## src/rtl/hazard_pkg.sv

```systemverilog
// -----------------------------------------------------------------------------
// hazard_pkg
// Shared definitions for the hazard unit and its mul/div scoreboard.
//   FWD_RF / FWD_W / FWD_M : execute-stage forward select encodings
//   sb_state_e             : mul/div scoreboard state
//   MD_CNT_W               : latency counter width (covers MD_LAT up to 15)
// -----------------------------------------------------------------------------
package hazard_pkg;

   localparam logic [1:0] FWD_RF = 2'b00;   // operand from register file
   localparam logic [1:0] FWD_W  = 2'b01;   // operand from writeback stage
   localparam logic [1:0] FWD_M  = 2'b10;   // operand from memory stage

   localparam int unsigned MD_CNT_W = 4;

   typedef enum logic {
      SB_IDLE = 1'b0,
      SB_BUSY = 1'b1
   } sb_state_e;

endpackage : hazard_pkg

```

## src/rtl/md_scoreboard.sv

```systemverilog
// -----------------------------------------------------------------------------
// md_scoreboard
// Tracks a single in-flight multi-cycle mul/div operation.
// A launch in cycle t keeps md_busy_o high for cycles t+1..t+MD_LAT and pulses
// md_done_o in cycle t+MD_LAT. A launch in the done cycle is a legal
// back-to-back issue; a launch in any other busy cycle is ignored and sets the
// sticky md_err_o.
// Ports:
//   clk, rst_n    : clock, synchronous active-low reset
//   md_start_i    : execute-stage instruction launches a mul/div
//   md_wr_reg_i   : destination register of the launching instruction
//   md_busy_o     : operation in flight
//   md_done_o     : one-cycle result-valid pulse
//   md_dest_o     : destination register of the tracked operation
//   md_err_o      : sticky protocol-violation flag
// -----------------------------------------------------------------------------
module md_scoreboard
   import hazard_pkg::*;
#(
   parameter int unsigned REG_AW = 5,
   parameter int unsigned MD_LAT = 4
) (
   input  logic              clk,
   input  logic              rst_n,
   input  logic              md_start_i,
   input  logic [REG_AW-1:0] md_wr_reg_i,
   output logic              md_busy_o,
   output logic              md_done_o,
   output logic [REG_AW-1:0] md_dest_o,
   output logic              md_err_o
);

   if (MD_LAT == 0 || MD_LAT > 15) begin : g_bad_md_lat
      $error("md_scoreboard: MD_LAT must be in 1..15");
   end

   localparam logic [MD_CNT_W-1:0] CNT_LOAD = MD_CNT_W'(MD_LAT - 1);

   sb_state_e           state_q, state_d;
   logic [MD_CNT_W-1:0] cnt_q, cnt_d;
   logic [REG_AW-1:0]   dest_q, dest_d;
   logic                err_q, err_d;
   logic                done_raw;

   always_comb begin
      // NOTE: every signal written here gets a default first, so no path
      // leaves one unassigned and no latch is inferred.
      state_d  = state_q;
      cnt_d    = cnt_q;
      dest_d   = dest_q;
      err_d    = err_q;
      done_raw = (state_q == SB_BUSY) && (cnt_q == '0);

      case (state_q)
         SB_IDLE: begin
            if (md_start_i) begin
               state_d = SB_BUSY;
               cnt_d   = CNT_LOAD;
               dest_d  = md_wr_reg_i;
            end
         end
         SB_BUSY: begin
            if (done_raw) begin
               // The result retires this cycle, so a new launch is a clean
               // back-to-back issue rather than a collision.
               if (md_start_i) begin
                  cnt_d  = CNT_LOAD;
                  dest_d = md_wr_reg_i;
               end else begin
                  state_d = SB_IDLE;
               end
            end else begin
               cnt_d = cnt_q - 1'b1;
               if (md_start_i) begin
                  err_d = 1'b1;
               end
            end
         end
         default: state_d = SB_IDLE;
      endcase
   end

   always_ff @(posedge clk) begin
      // NOTE: state flops use non-blocking assignments so every flop samples
      // the pre-edge values; the reset is synchronous and clears all state,
      // abandoning any operation in flight.
      if (!rst_n) begin
         state_q <= SB_IDLE;
         cnt_q   <= '0;
         dest_q  <= '0;
         err_q   <= 1'b0;
      end else begin
         state_q <= state_d;
         cnt_q   <= cnt_d;
         dest_q  <= dest_d;
         err_q   <= err_d;
      end
   end

   assign md_busy_o = (state_q == SB_BUSY);
   // Suppress the result pulse in a reset cycle: an abandoned operation
   // must never report completion.
   assign md_done_o = done_raw & rst_n;
   assign md_dest_o = dest_q;
   assign md_err_o  = err_q;

endmodule : md_scoreboard

```

## src/rtl/hazard_sb.sv

```systemverilog
// -----------------------------------------------------------------------------
// hazard_sb
// Hazard unit for a 5-stage pipeline with a multi-cycle mul/div scoreboard.
// Computes execute/decode forwarding selects and the combined stall/flush
// (load-use, branch-compare and mul/div hazards).
// Optional feature (macro HAZARD_SB_PERF_EN): three saturating CNT_W-bit
// counters of cycles in which each stall term is high.
// Ports:
//   clk, rst_n                       : clock, synchronous active-low reset
//   BranchD, MdOpD                   : decode instr is branch / mul-div
//   RsD, RtD, RsE, RtE               : source registers
//   WriteRegE/M/W                    : destination registers per stage
//   RegWriteE/M/W, MemToRegE/M       : stage controls
//   MdStartE                         : execute instr launches mul/div
//   StallF, StallD, FlushE           : pipeline control
//   ForwardAD, ForwardBD             : decode-compare forward from M
//   ForwardAE, ForwardBE             : execute forward select (RF / W / M)
//   MdBusy, MdDone, MdDest, MdErr    : scoreboard status
//   LwStallCnt, BrStallCnt, MdStallCnt (HAZARD_SB_PERF_EN only)
// -----------------------------------------------------------------------------
module hazard_sb
   import hazard_pkg::*;
#(
   parameter int unsigned REG_AW = 5,
   parameter int unsigned MD_LAT = 4,
   parameter int unsigned CNT_W  = 16
) (
   input  logic              clk,
   input  logic              rst_n,
   input  logic              BranchD,
   input  logic              MdOpD,
   input  logic [REG_AW-1:0] RsD,
   input  logic [REG_AW-1:0] RtD,
   input  logic [REG_AW-1:0] RsE,
   input  logic [REG_AW-1:0] RtE,
   input  logic [REG_AW-1:0] WriteRegE,
   input  logic [REG_AW-1:0] WriteRegM,
   input  logic [REG_AW-1:0] WriteRegW,
   input  logic              RegWriteE,
   input  logic              RegWriteM,
   input  logic              RegWriteW,
   input  logic              MemToRegE,
   input  logic              MemToRegM,
   input  logic              MdStartE,
   output logic              StallF,
   output logic              StallD,
   output logic              FlushE,
   output logic              ForwardAD,
   output logic              ForwardBD,
   output logic [1:0]        ForwardAE,
   output logic [1:0]        ForwardBE,
   output logic              MdBusy,
   output logic              MdDone,
   output logic [REG_AW-1:0] MdDest,
`ifdef HAZARD_SB_PERF_EN
   output logic [CNT_W-1:0]  LwStallCnt,
   output logic [CNT_W-1:0]  BrStallCnt,
   output logic [CNT_W-1:0]  MdStallCnt,
`endif
   output logic              MdErr
);

   if (CNT_W == 0) begin : g_bad_cnt_w
      $error("hazard_sb: CNT_W must be at least 1");
   end

   logic lw_stall;
   logic br_stall;
   logic md_stall;

   // ---------------------------------------------------------------- scoreboard
   md_scoreboard #(
      .REG_AW (REG_AW),
      .MD_LAT (MD_LAT)
   ) u_md_scoreboard (
      .clk         (clk),
      .rst_n       (rst_n),
      .md_start_i  (MdStartE),
      .md_wr_reg_i (WriteRegE),
      .md_busy_o   (MdBusy),
      .md_done_o   (MdDone),
      .md_dest_o   (MdDest),
      .md_err_o    (MdErr)
   );

   // ---------------------------------------------------------------- forwarding
   // Register 0 is hard-wired to zero and never forwarded. The M stage holds
   // the younger result, so it wins over W.
   function automatic logic [1:0] fwd_sel_e(input logic [REG_AW-1:0] src);
      logic [1:0] sel;
      sel = FWD_RF;
      if (src != '0 && src == WriteRegM && RegWriteM) begin
         sel = FWD_M;
      end else if (src != '0 && src == WriteRegW && RegWriteW) begin
         sel = FWD_W;
      end
      return sel;
   endfunction

   always_comb begin
      ForwardAE = fwd_sel_e(RsE);
      ForwardBE = fwd_sel_e(RtE);
      ForwardAD = (RsD != '0) && (RsD == WriteRegM) && RegWriteM;
      ForwardBD = (RtD != '0) && (RtD == WriteRegM) && RegWriteM;
   end

   // ---------------------------------------------------------------- stalls
   always_comb begin
      lw_stall = MemToRegE && (RtE != '0) && ((RsD == RtE) || (RtD == RtE));

      // A branch compares in decode, so it must wait for an ALU result still
      // in E, or for a load result still in M (too late to forward).
      br_stall = BranchD &&
                 ((RegWriteE && (WriteRegE != '0) &&
                   ((WriteRegE == RsD) || (WriteRegE == RtD))) ||
                  (MemToRegM && (WriteRegM != '0) &&
                   ((WriteRegM == RsD) || (WriteRegM == RtD))));

      // A second mul/div must wait for the unit; any reader of the pending
      // destination must wait for its result.
      md_stall = MdBusy &&
                 (MdOpD || ((MdDest != '0) && ((MdDest == RsD) || (MdDest == RtD))));

      StallF = lw_stall | br_stall | md_stall;
      StallD = StallF;
      FlushE = StallF;
   end

   // ---------------------------------------------------------------- perf counters
`ifdef HAZARD_SB_PERF_EN
   logic [CNT_W-1:0] lw_cnt_q, lw_cnt_d;
   logic [CNT_W-1:0] br_cnt_q, br_cnt_d;
   logic [CNT_W-1:0] md_cnt_q, md_cnt_d;

   // Counters stick at all-ones instead of wrapping.
   always_comb begin
      lw_cnt_d = lw_cnt_q;
      br_cnt_d = br_cnt_q;
      md_cnt_d = md_cnt_q;
      if (lw_stall && (lw_cnt_q != '1)) lw_cnt_d = lw_cnt_q + 1'b1;
      if (br_stall && (br_cnt_q != '1)) br_cnt_d = br_cnt_q + 1'b1;
      if (md_stall && (md_cnt_q != '1)) md_cnt_d = md_cnt_q + 1'b1;
   end

   always_ff @(posedge clk) begin
      if (!rst_n) begin
         lw_cnt_q <= '0;
         br_cnt_q <= '0;
         md_cnt_q <= '0;
      end else begin
         lw_cnt_q <= lw_cnt_d;
         br_cnt_q <= br_cnt_d;
         md_cnt_q <= md_cnt_d;
      end
   end

   assign LwStallCnt = lw_cnt_q;
   assign BrStallCnt = br_cnt_q;
   assign MdStallCnt = md_cnt_q;
`else
`endif

endmodule : hazard_sb

```

## config.mk

```make
export PLATFORM = sky130hd
export DESIGN_NAME = hazard_sb
export DESIGN_NICKNAME = d
export VERILOG_FILES = /design/src/rtl/hazard_pkg.sv /design/src/rtl/md_scoreboard.sv /design/src/rtl/hazard_sb.sv
export SDC_FILE = /design/constraint.sdc
export NUM_CORES = 1
export LEC_CHECK = 0
export ABC_CLOCK_PERIOD_IN_PS = 2600
export CELL_PAD_IN_SITES_DETAIL_PLACEMENT = 1
export CELL_PAD_IN_SITES_GLOBAL_PLACEMENT = 2
export CORE_AREA = 3 3 88 82
export DETAILED_ROUTE_END_ITERATION = 8
export DIE_AREA = 0 0 91 85
export GPL_ROUTABILITY_DRIVEN = 0
export PLACE_DENSITY = 0.91
export SYNTH_ARGS = -nofsm -noshare
export SYNTH_HDL_FRONTEND = slang
export SYNTH_HIERARCHICAL = 1
export SYNTH_SLANG_ARGS = --single-unit
```

## constraint.sdc

```tcl
create_clock -name clk -period 2.6 [get_ports clk]
set_clock_uncertainty 0.05 [all_clocks]
set_input_delay 0.52 -clock clk [delete_from_list [all_inputs] [get_ports clk]]
set_output_delay 0.52 -clock clk [all_outputs]
set_load 0.03 [all_outputs]
```

==> impl_metrics.json <==
{
  "powerDensity_nw_per_um2": 317,
  "htree_num_levels": 1,
  "num_rows": 28,
  "crit_path_end": "ForwardBE[0]",
  "timing.critical_path.cells": "dlygate4sd2_1 -> or4_4 -> nor2_4 -> nor4_4 -> nor4_4 -> buf_4",
  "report.final.slew_viol_count": 0,
  "grt_start_max_net_pins": 15,
  "syn_nets": 234,
  "yosysSeqAreaShare_pct": 15.2,
  "dr.max_layer_used": "met4",
  "synth_flop_cell": "sky130_fd_sc_hd__dfxtp_1",
  "final_critical_path_setup_slack_ps": 34.6,
  "met3_length_um": 272,
  "worst_reg2reg_endpoint": "u_md_scoreboard/md_dest_o[2]",
  "synth_enable_flop_cells": 0,
  "hold_path_class": "reg -> reg",
  "clkTransAtPathRegs_ps": 50,
  "clock_insertion_delay_worst_skew_ps": 240,
  "regToRegStartpoint": "u_md_scoreboard/cnt_q[1]",
  "cts.sinks": 11,
  "synth_top_cell_by_area": "sky130_fd_sc_hd__xnor2_1",
  "routed-via-count": 1646,
  "clk_root_buffer_cell": "sky130_fd_sc_hd__clkbuf_8",
  "final_min_period_over_clock_period_pct": 98.7,
  "post-route-min-period_ps": 2570,
  "first_global_vias": 1845,
  "number_of_buffers_created_by_cts": 3,
  "drive_above_1_share_pct": 27.8,
  "syn_inst_count": 187,
  "synth_commonest_cells": "48 x sky130_fd_sc_hd__xnor2_1, 20 x sky130_fd_sc_hd__nand2_1, 16 x sky130_fd_sc_hd__clkbuf_1",
  "yosys-top-cells-area": "sky130_fd_sc_hd__xnor2_1 29%, sky130_fd_sc_hd__dfxtp_1 15%, sky130_fd_sc_hd__xor2_1 7.3%",
  "dieHeight_um": 85,
  "count_of_buffers_inserted_at_the_top_level_ports": 61,
  "placed_standard_cell_area_um2": 2310,
  "post_drt_wl_per_cell_um": 16.0,
  "fill_cells": 783,
  "initial_core_util_pct": 22.4,
  "totalWireLength_um": 5640,
  "synthesis.yosys.warnings": 6,
  "fmax_mhz": 390,
  "ctsHoldBuffers": 0,
  "tritoncts": "built",
  "max_stage_delay_ps": 570,
  "worst-endpoint-required_ps": 2030,
  "cap_viol_max_count": 0,
  "synth.avg_cell_area_um2": 7.73,
  "async_reset_ff_share_pct": 0,
  "dpl_worst_slack_ps": -231,
  "worst_path_most_repeated_cell": "sky130_fd_sc_hd__nor4_4",
  "setup.worst_path.end_class": "output pin",
  "drt_first_pass_iters": 5,
  "crit_slowest_cell": "sky130_fd_sc_hd__or4_4",
  "irDropWorstVdd_mv": 0.136,
  "power.leakage_nw": 0.930,
  "grt_use_total_pct": 14.4,
  "postSynthRegisterBits": 11,
  "final_design_area_no_fill_um2": 2460,
  "detail_route.wirelength.met1_um": 2410,
  "outcome": "finished clean",
  "initialDrtViolationCount": 72,
  "post-synth-top-count-cell": "sky130_fd_sc_hd__xnor2_1",
  "timing_hold_violations_final": 0,
  "cp.arrival_ps": 2000,
  "routed-wl-met2_um": 2910,
  "rsz0062_at_grt": "false",
  "via_per_inst": 4.66,
  "floorplan.io_pins": 62,
  "number_of_distinct_standard_cells_referenced_by_the_synthesized_netlist": 40,
  "synthToLayoutAreaGrowth_pct": 70.1,
  "tightest_slew_ps": 378,
  "finalSetupViolCount": 0,
  "antenna_violations_before_repair": 0,
  "cts_buffer_depth": 2,
  "crit_fanout": 2,
  "fp.dieArea_um2": 7740,
  "detailedPlacementHpwl_um": 4570,
  "portion_of_synthesized_cell_area_occupied_by_the_leading_cell_type_pct": 29.1,
  "drt_drc_violations_left": 0,
  "timing.setup.critical_path_class": "in -> out",
  "die_w_um": 91,
  "launching_element_type_of_the_critical_path": "input port",
  "worstRegToRegCells": 5,
  "antenna-diode-count": 0,
  "fin_nets": 311,
  "route.antenna.remaining_nets": 0,
  "slew_headroom_pct": 74.5,
  "cp-startpoint": "RtE[1]",
  "grt_first_pass_wirelength_um": 9090,
  "core_area_um2": 6450,
  "worst_case_register_to_register_setup_slack_ps": 780,
  "grt-ovfl-total": 0,
  "post_synth_instance_area_um2": 1450
}
[critical path, delay by kind of cell]
kind / cells / cell delay (ps)
buffers and inverters: 2 / 440
and+or+nand+nor: 4 / 1040
[kinds of logic (layout without fill, tap and decap cells)]
logic type	Yosys count	in the layout	share of synthesized area [%]
flip-flops	11	11	15.2
AND/OR/NAND/NOR	60	60	22.5
multiplexers	5	5	3.46
AO/OA/AOI/OAI	20	20	11.3
adder cells (fa/ha/maj)	2	2	1.73
XOR/XNOR	60	60	36.4
buffers and inverters	29	105	9.35
[stage by stage]
stage / instances / total power [mW] / setup TNS (ps) / utilization, % / hold slack [ps]
2_1_floorplan: 187 / 0.428 / 0 / - / 414
3_5_place_dp: 348 / 0.597 / -1140 / 35.9 / 446
4_1_cts: 353 / 0.780 / 0 / 37.9 / 453
5_1_grt: 353 / 0.831 / 0 / 38.1 / 481
6_report: 353 / 0.781 / 0 / 38.1 / 452
3_3_place_gp: 348 / 0.584 / -879 / 35.9 / 399
[sequential cells by signal (all words and copies together), names as in the netlist]
signal,cells
u_md_scoreboard/md_err_o,1
u_md_scoreboard/md_dest_o,5
u_md_scoreboard/cnt_q,4
u_md_scoreboard/md_busy_o,1
[power by group]
part / total (mW) / switching (mW) / internal (mW)
clock network: 0.170 / 0.0625 / 0.107
registers: 0.201 / 0.0183 / 0.182
logic: 0.410 / 0.208 / 0.202
[placed cells by master (no fill, tap or decap), drive strengths merged]
cell type | synthesis | routed
o311a | 2 | 2
and2b | 1 | 1
o21ai | 1 | 1
a21o | 1 | 1
nor2 | 6 | 6
a21oi | 1 | 1
o21a | 1 | 1
o311ai | 1 | 1
nor3 | 6 | 6
or3b | 2 | 2
o2111ai | 4 | 4
nand2 | 20 | 20
xnor2 | 48 | 48
nand4 | 4 | 4
a21boi | 1 | 1
a211oi | 1 | 1
nor4 | 5 | 5
clkbuf | 16 | 6
a311oi | 1 | 1
xor2 | 12 | 12
o221ai | 1 | 1
ha | 2 | 2
nor2b | 1 | 1
dfxtp | 11 | 11
dlygate4sd2 | 0 | 27
mux2i | 5 | 5
a31oi | 3 | 3
o22ai | 2 | 2
or4 | 3 | 3
clkdlybuf4s50 | 0 | 22
nand3 | 9 | 9
inv | 4 | 4
or3 | 2 | 2
buf | 9 | 46
and2 | 1 | 1
[area by class of cell]
class                      instances  area [um^2]  area share, %
clock buffer                       4         45.0           1.83
inverter                           4         15.0          0.611
multi-input combinational        147         1230           49.9
sequential                        11          220           8.96
tap                               90          113           4.58
timing repair buffer              97          838           34.1
[worst min path at each step]
| stage | startpoint | endpoint | cells past startpoint | slack, ps |
|---|---|---|---|---|
| floorplan | u_md_scoreboard/cnt_q[2] | u_md_scoreboard/cnt_q[2] | 2 | 410 |
| global placement | u_md_scoreboard/md_err_o | u_md_scoreboard/md_err_o | 2 | 400 |
| detailed placement | u_md_scoreboard/md_err_o | u_md_scoreboard/md_err_o | 2 | 450 |
| CTS | u_md_scoreboard/md_err_o | u_md_scoreboard/md_err_o | 2 | 450 |
| global route | u_md_scoreboard/md_err_o | u_md_scoreboard/md_err_o | 2 | 480 |
| finish | u_md_scoreboard/md_err_o | u_md_scoreboard/md_err_o | 2 | 450 |
[metal layers]
metal	up-vias	track usage, %
li1	787	-
met1	808	18.0
met2	44	26.3
met3	7	2.48
met4	0	2.47
met5	-	0
[repair_timing]
item | 4_1_cts | 5_1_grt
setup buffers | 1 | 0
pin swaps | 14 | 8
resized for setup | 50 | 8
cloned | 0 | 0
setup endpoints to repair | 9 | 6
No activity file was read; power rests on OpenSTA's default activity.
